File: src/rtl/set_bit_scanner.sv
// Sequential set-bit scanner: captures a vector and hands out the index of
// each set bit, lowest first, one per accepted beat, then pulses done.
//
// Handshake: valid is high for the whole SCAN state and index is stable
// while valid=1 and ack=0; a beat transfers on a rising edge where
// valid=1 and ack=1. ack is ignored whenever valid=0.
module set_bit_scanner #(
    parameter int N = 8,
    parameter int W = $clog2(N)
) (
    input  logic         clk,
    input  logic         rst,
    input  logic         start,
    input  logic [N-1:0] vec,
    input  logic         ack,
    output logic         busy,
    output logic         valid,
    output logic [W-1:0] index,
    output logic [W:0]   count,
    output logic         done,
    output logic [1:0]   dbg_state
);

    typedef enum logic [1:0] {
        S_IDLE = 2'd0,
        S_SCAN = 2'd1,
        S_DONE = 2'd2
    } state_t;

    state_t       state_q, state_d;
    logic [N-1:0] mask_q, mask_d;
    logic [W:0]   count_q, count_d;
    logic [N-1:0] mask_cleared;
    logic [W-1:0] lowest_idx;

    always_ff @(posedge clk or posedge rst) begin
        if (rst) begin
            state_q <= S_IDLE;
            mask_q  <= '0;
            count_q <= '0;
        end else begin
            state_q <= state_d;
            mask_q  <= mask_d;
            count_q <= count_d;
        end
    end

    // Priority encoder: descending loop so the lowest set bit wins.
    always_comb begin
        lowest_idx = '0;
        for (int i = N - 1; i >= 0; i--) begin
            if (mask_q[i]) begin
                lowest_idx = W'(i);
            end
        end
    end

    // x & (x-1) drops exactly the lowest set bit.
    assign mask_cleared = mask_q & (mask_q - N'(1));

    always_comb begin
        state_d = state_q;
        mask_d  = mask_q;
        count_d = count_q;
        case (state_q)
            S_IDLE: begin
                if (start) begin
                    mask_d  = vec;
                    count_d = '0;
                    state_d = (|vec) ? S_SCAN : S_DONE;
                end
            end
            S_SCAN: begin
                if (ack) begin
                    mask_d  = mask_cleared;
                    count_d = count_q + (W + 1)'(1);
                    if (~|mask_cleared) begin
                        state_d = S_DONE;
                    end
                end
            end
            S_DONE: begin
                state_d = S_IDLE;
            end
            default: begin
                state_d = S_IDLE;
            end
        endcase
    end

    assign busy      = (state_q != S_IDLE);
    assign valid     = (state_q == S_SCAN);
    assign done      = (state_q == S_DONE);
    assign index     = lowest_idx;
    assign count     = count_q;
    assign dbg_state = state_q;

endmodule

File: config.mk
export PLATFORM = sky130hd
export DESIGN_NAME = set_bit_scanner
export DESIGN_NICKNAME = d
export VERILOG_FILES = /design/src/rtl/set_bit_scanner.sv
export SDC_FILE = /design/constraint.sdc
export NUM_CORES = 1
export LEC_CHECK = 0
export BUFFER_PORTS_ARGS = -buffer_cell sky130_fd_sc_hd__buf_2
export CAP_MARGIN = 20
export CORE_UTILIZATION = 40
export DETAILED_ROUTE_END_ITERATION = 7
export SYNTH_ARGS = -nofsm -noshare
export SYNTH_HDL_FRONTEND = slang
export SYNTH_SLANG_ARGS = --single-unit
File: constraint.sdc
create_clock -name clk -period 2.4 [get_ports clk]
set_input_delay 0.12 -clock clk [delete_from_list [all_inputs] [get_ports clk]]
set_output_delay 0.12 -clock clk [all_outputs]
set_load 0.02 [all_outputs]
## Word-level counts from Yosys, hierarchy flattened

Index checks and enable logic that the tools add are counted.

| storage, ports and cells | value |
|---|---|
| register bits | 14 |
| latch bits | 0 |
| RAM bits | 0 |
| bits in read-only memories | 0 |
| bits of input ports | 12 |
| output and inout bits | 12 |
| word-level logic and storage cells | 37 |
| memories | 0 |

| cells by class | value |
|---|---|
| add/sub/neg operators | 2 |
| multipliers | 0 |
| divide/modulo/power cells | 0 |
| magnitude comparators | 0 |
| equal/unequal tests | 5 |
| shifts and indexed selects | 0 |
| multiplexer cells | 19 |
| bitwise logic cells | 1 |
| reduce and logical (&&, ||, !) cells | 7 |

Operator list:

| kind | count |
|---|---|
| two-way mux 3 bit | 8 |
| two-way mux 8 bit | 2 |
| case mux 8 bit (2 select lines) | 1 |
| OR reduction 8 bit | 2 |
| bitwise AND 8 bit | 1 |
| two-way mux 2 bit | 4 |
| two-way mux 4 bit | 2 |
| case mux 4 bit (2 select lines) | 1 |
| subtractor 8 x 1 -> 8 bit (second input constant) | 1 |
| inequality test 2 bit (second input constant) | 3 |
| AND reduction 3 bit | 2 |
| adder 4 x 1 -> 4 bit (second input constant) | 1 |
| case mux 2 bit (2 select lines) | 1 |
| nonzero test 2 bit | 2 |
| equality test 2 x 1 -> 1 bit (second input constant) | 1 |
| equality test 2 bit (second input constant) | 1 |
| zero test 2 bit | 1 |

## Depth between registers and ports, before layout

| logic depth | value |
|---|---|
| depth in word-level cells | 8 |
| gate-level depth with buffers | 5 |
| depth with buffers taken out | 5 |

## Least setup slack after synthesis

OpenSTA, ideal clock, no wires.

| timing | value |
|---|---|
| path type | register to register |
| start point | reg mask_q[0] |
| end point | reg mask_q[7] |
| setup time | 0.121 ns |
| arrival time | 1.504 ns |
| data required time | 2.279 ns |
| slack | 0.775 ns |
| cell stages (with the launch flop) | 5 |
| buffers on the path | 0 |
| period minus slack after synthesis | 1.625 ns |
| cells stage by stage | dfrtp_1 > or3_4 > or4b_1 > a21oi_1 > o21ai_1 |

| between the ends | value |
|---|---|
| cells in the longest elaborated chain, start to end | 4 |

RTL lines:

| element | line | RTL |
|---|---|---|
| start: declaration | 31 | `logic [N-1:0] mask_q, mask_d;` |
| start signal: assignment | 43 | `mask_q <= mask_d;` |
| subtractor 8 x 1 -> 8 bit | 59 | `assign mask_cleared = mask_q & (mask_q - N'(1));` |
| bitwise AND 8 bit | 59 |  |
| two-way mux 8 bit | 74 | `if (ack) begin` |
| case mux 8 bit (2 select lines) | 65 | `case (state_q)` |

Every way passes these cells. The select of a mux whose other input is x is not followed.
A chain may end at the register's enable or synchronous reset.

## Final worst setup path

| timing | value |
|---|---|
| start point | reg mask_q[0] |
| end point | out index[2] |

| between the ends | value |
|---|---|
| cells in the longest elaborated chain, start to end | 1 |

RTL lines:

| element | line | RTL |
|---|---|---|
| two-way mux 3 bit | 52 | `if (mask_q[i]) begin` |
| end: declaration | 18 | `output logic [W-1:0] index,` |

Every way passes these cells.

==> flow_metrics.env <==
export IMPL_p_total_mw=1.41
export IMPL_multi_input_area_sq_um=463
export IMPL_cts_htree_levels=1
export IMPL_holdWs_ns=0.0343
export IMPL_synth_cell_types=33
export IMPL_stdcell_count=152
export IMPL_ys_warn_count=0
export IMPL_ff2ff_path_depth=4
export IMPL_finalCritPeriodShare_pct=78.5
export IMPL_crit_chain="or3_4, or2_2, a21oi_1, buf_2"
export IMPL_layout_commonest_cell="buf_2"
export IMPL_clock_sinks=14
export IMPL_numCtsBuffers=3
export IMPL_regToRegEndpoint="mask_q[7]"
export IMPL_cts_tree="done"
export IMPL_arrival_ns=1.76
export IMPL_rows=16
export IMPL_cts_resized=0
export IMPL_final_setup_worst_slack_ns=0.516
export IMPL_pre_cts_slack_ns=0.714
export IMPL_startpoint_type="flop"
export IMPL_insertion_delay_ns=0.28
export IMPL_power_internal_uw=722
export IMPL_drtIter0Drc=22
export IMPL_clockPowerShare_pct=9.8
export IMPL_seqPwrFrac_pct=34.2
export IMPL_placedCellCount=148
export IMPL_reg2reg_from="mask_q[0]"
export IMPL_endpoint_kind="output pin"
export IMPL_grt_pass1_wl_um=3580
export IMPL_grt_setup_unrepaired="false"
export IMPL_area_growth_pct=17.8
export IMPL_period_needed_ns=1.88
export IMPL_worst_r2r_setup_slack_ns=0.69
export IMPL_netlist_area_sq_um=863
export IMPL_io_pins=24
export IMPL_critPathSlowestCell="dfrtp_1"
export IMPL_start_util_pct=43.1
export IMPL_grt_ovfl_total=0
export IMPL_cpPeakStageDelay_ns=0.45
export IMPL_p_sw_share_pct=48.7
export IMPL_synth_seq_cells=14
export IMPL_coreArea_sq_um=2000
export IMPL_placed_cell_area_sq_um=985
export IMPL_slew_violations=0
export IMPL_p_per_area_nw_per_um2=1380
export IMPL_wl_per_cell_um=13.8
export IMPL_grt_max_degree=15
export IMPL_avgSynthCellArea_sq_um=8.38
export IMPL_ir_drop_mv=0.791
export IMPL_final_area_sq_um=1020
export IMPL_critPathTopFamily="simple AND/OR/NAND/NOR gates"
export IMPL_die_y_um=48.5
export IMPL_fillCellCount=211
export IMPL_grt_antenna_before_repair=0
export IMPL_post_drt_via_cell_ratio=5.57
export IMPL_io_buffers=23
export IMPL_tns_ns=0
export IMPL_die_area_sq_um=2350
export IMPL_min_delay_path_class="primary input to flop"
export IMPL_layout_nets=140
export IMPL_path_clk_slew_ns=0.09
export IMPL_wirelength_um=2090
export IMPL_die_w_um=48.5
export IMPL_ff_latch_area_sq_um=350
export IMPL_cp_endpoint="index[2]"
export IMPL_leakage_nw=0.471
export IMPL_dpl_hpwl_um=1470
export IMPL_synth_nets=116
export IMPL_cp_num_buf_inv=1
export IMPL_syn_inst=103
export IMPL_drive_gt1_share_pct=27.2
export IMPL_combinationalPowerShare_pct=56.0
export IMPL_cp_depth=4
export IMPL_vias=846
export IMPL_drt_first_pass_iters=4
export IMPL_max_freq_mhz=531
export IMPL_clockRootBuffer="clkbuf_4"
export IMPL_path_max_fanout=7
export IMPL_place_congestion=0.796
export IMPL_synth_seq_area_share_pct=40.6
export IMPL_cp_required_ns=2.28
export IMPL_clockBufferDepth=2
export IMPL_drcViolationCount=0
export IMPL_grt_pass1_vias=787
export IMPL_cap_viol_max_count=0
export IMPL_clock_skew_ns=0.00449
export IMPL_final_cell_mix="23 x buf_2, 14 x dfrtp_1, 12 x nor2_1, 12 x nand2_1, 11 x o21ai_0"
export IMPL_grt_util_all_layers_pct=19.7
export IMPL_critical_path_startpoint="mask_q[0]"
export IMPL_ant_nets=0
export IMPL_p_sw_uw=685
export IMPL_final_util_pct=50.8
export IMPL_worstSetupPathType="flop to output pin"
export IMPL_slew_headroom_pct=60.0
export IMPL_diodes=0
export IMPL_finalHoldViolCount=0
export IMPL_post_cts_buffers=0
export IMPL_cts_hold_buffers=1
export IMPL_setup_viol=0
export IMPL_tightest_slew_ns=0.597
export IMPL_status="finished, final reports clean"
## power groups by stage
stage / clock network, mW / registers, mW / logic, mW
3_3_place_gp: 0 / 0.479 / 0.786
6_report: 0.138 / 0.481 / 0.788
2_1_floorplan: 0 / 0.455 / 0.613
4_1_cts: 0.144 / 0.478 / 0.793
3_5_place_dp: 0 / 0.480 / 0.789
5_1_grt: 0.155 / 0.507 / 0.875
## per-layer routing
layer | share of wire [%] | global-route usage (%) | vias up
li1 | - | - | 411
met1 | 48 | 25.8 | 398
met2 | 45 | 32.9 | 33
met3 | 5.2 | 3.14 | 4
met4 | 1.2 | 7.35 | 0
met5 | 0 | 0 | -
## state kept, by name, indices dropped and copies added, names as in the netlist
register,cells
count,4
dbg_state,2
mask_q,8
## cell type report
| type | count | area share (%) |
|---|---|---|
| clock buffer | 3 | 2.21 |
| inverter | 4 | 1.48 |
| multi-input combinational | 79 | 45.5 |
| sequential | 14 | 34.4 |
| tap | 27 | 3.32 |
| timing repair buffer | 25 | 13.0 |
## cells in the mapped netlist
cell       instances  area, sq um
buf_2              4         20.0
nand2b_1           1         6.26
or4_1              2         15.0
o31a_1             2         17.5
nor4b_2            1         15.0
nor2b_1            2         12.5
o21ai_1            2         10.0
a22o_1             1         8.76
or3_1              2         12.5
a21o_2             1         8.76
or4b_1             1         10.0
nand2_1           12         45.0
o21bai_1           1         7.51
a21o_1             1         7.51
nand3_1            2         10.0
a31oi_1            1         6.26
a2111oi_0          2         17.5
dfrtp_1           14          350
o41a_2             1         12.5
nor2_1            12         45.0
o21a_1             1         7.51
maj3_1             1         10.0
nor3_1             4         20.0
o21ai_0           11         55.1
or3_4              1         11.3
ha_1               1         12.5
or2_2              2         12.5
a22o_2             1         10.0
inv_1              4         15.0
and3_1             1         6.26
buf_4              2         15.0
a21oi_1            8         40.0
a32o_1             1         10.0
## kinds of logic (layout without fill, tap and decap cells)
group,count (synthesis),in the layout,share of synthesized area (%)
AO/OA/AOI/OAI,34,34,25.4
buffers and inverters,10,32,5.80
flip-flops,14,14,40.6
AND/OR/NAND/NOR,43,43,25.7
adder cells (fa/ha/maj),2,2,2.61
## how the worst min path moves through the flow
stage / endpoint / from / slack [ns] / cells after the start
finish: mask_q[2] / vec[2] / 0.03 / 3
detailed placement: mask_q[4] / rst / 0.21 / 2
global placement: mask_q[4] / rst / 0.20 / 2
global route: mask_q[2] / vec[2] / 0.05 / 3
CTS: mask_q[2] / vec[2] / 0.03 / 3
floorplan: count[0] / rst / 0.009 / 1
## worst register-to-register path: cells and delay by family (launching register included)
kind	cells	cell delay, ns
flops	1	0.45
simple gates	2	0.93
compound gates	2	0.23
No activity file was read; power rests on OpenSTA's default activity.
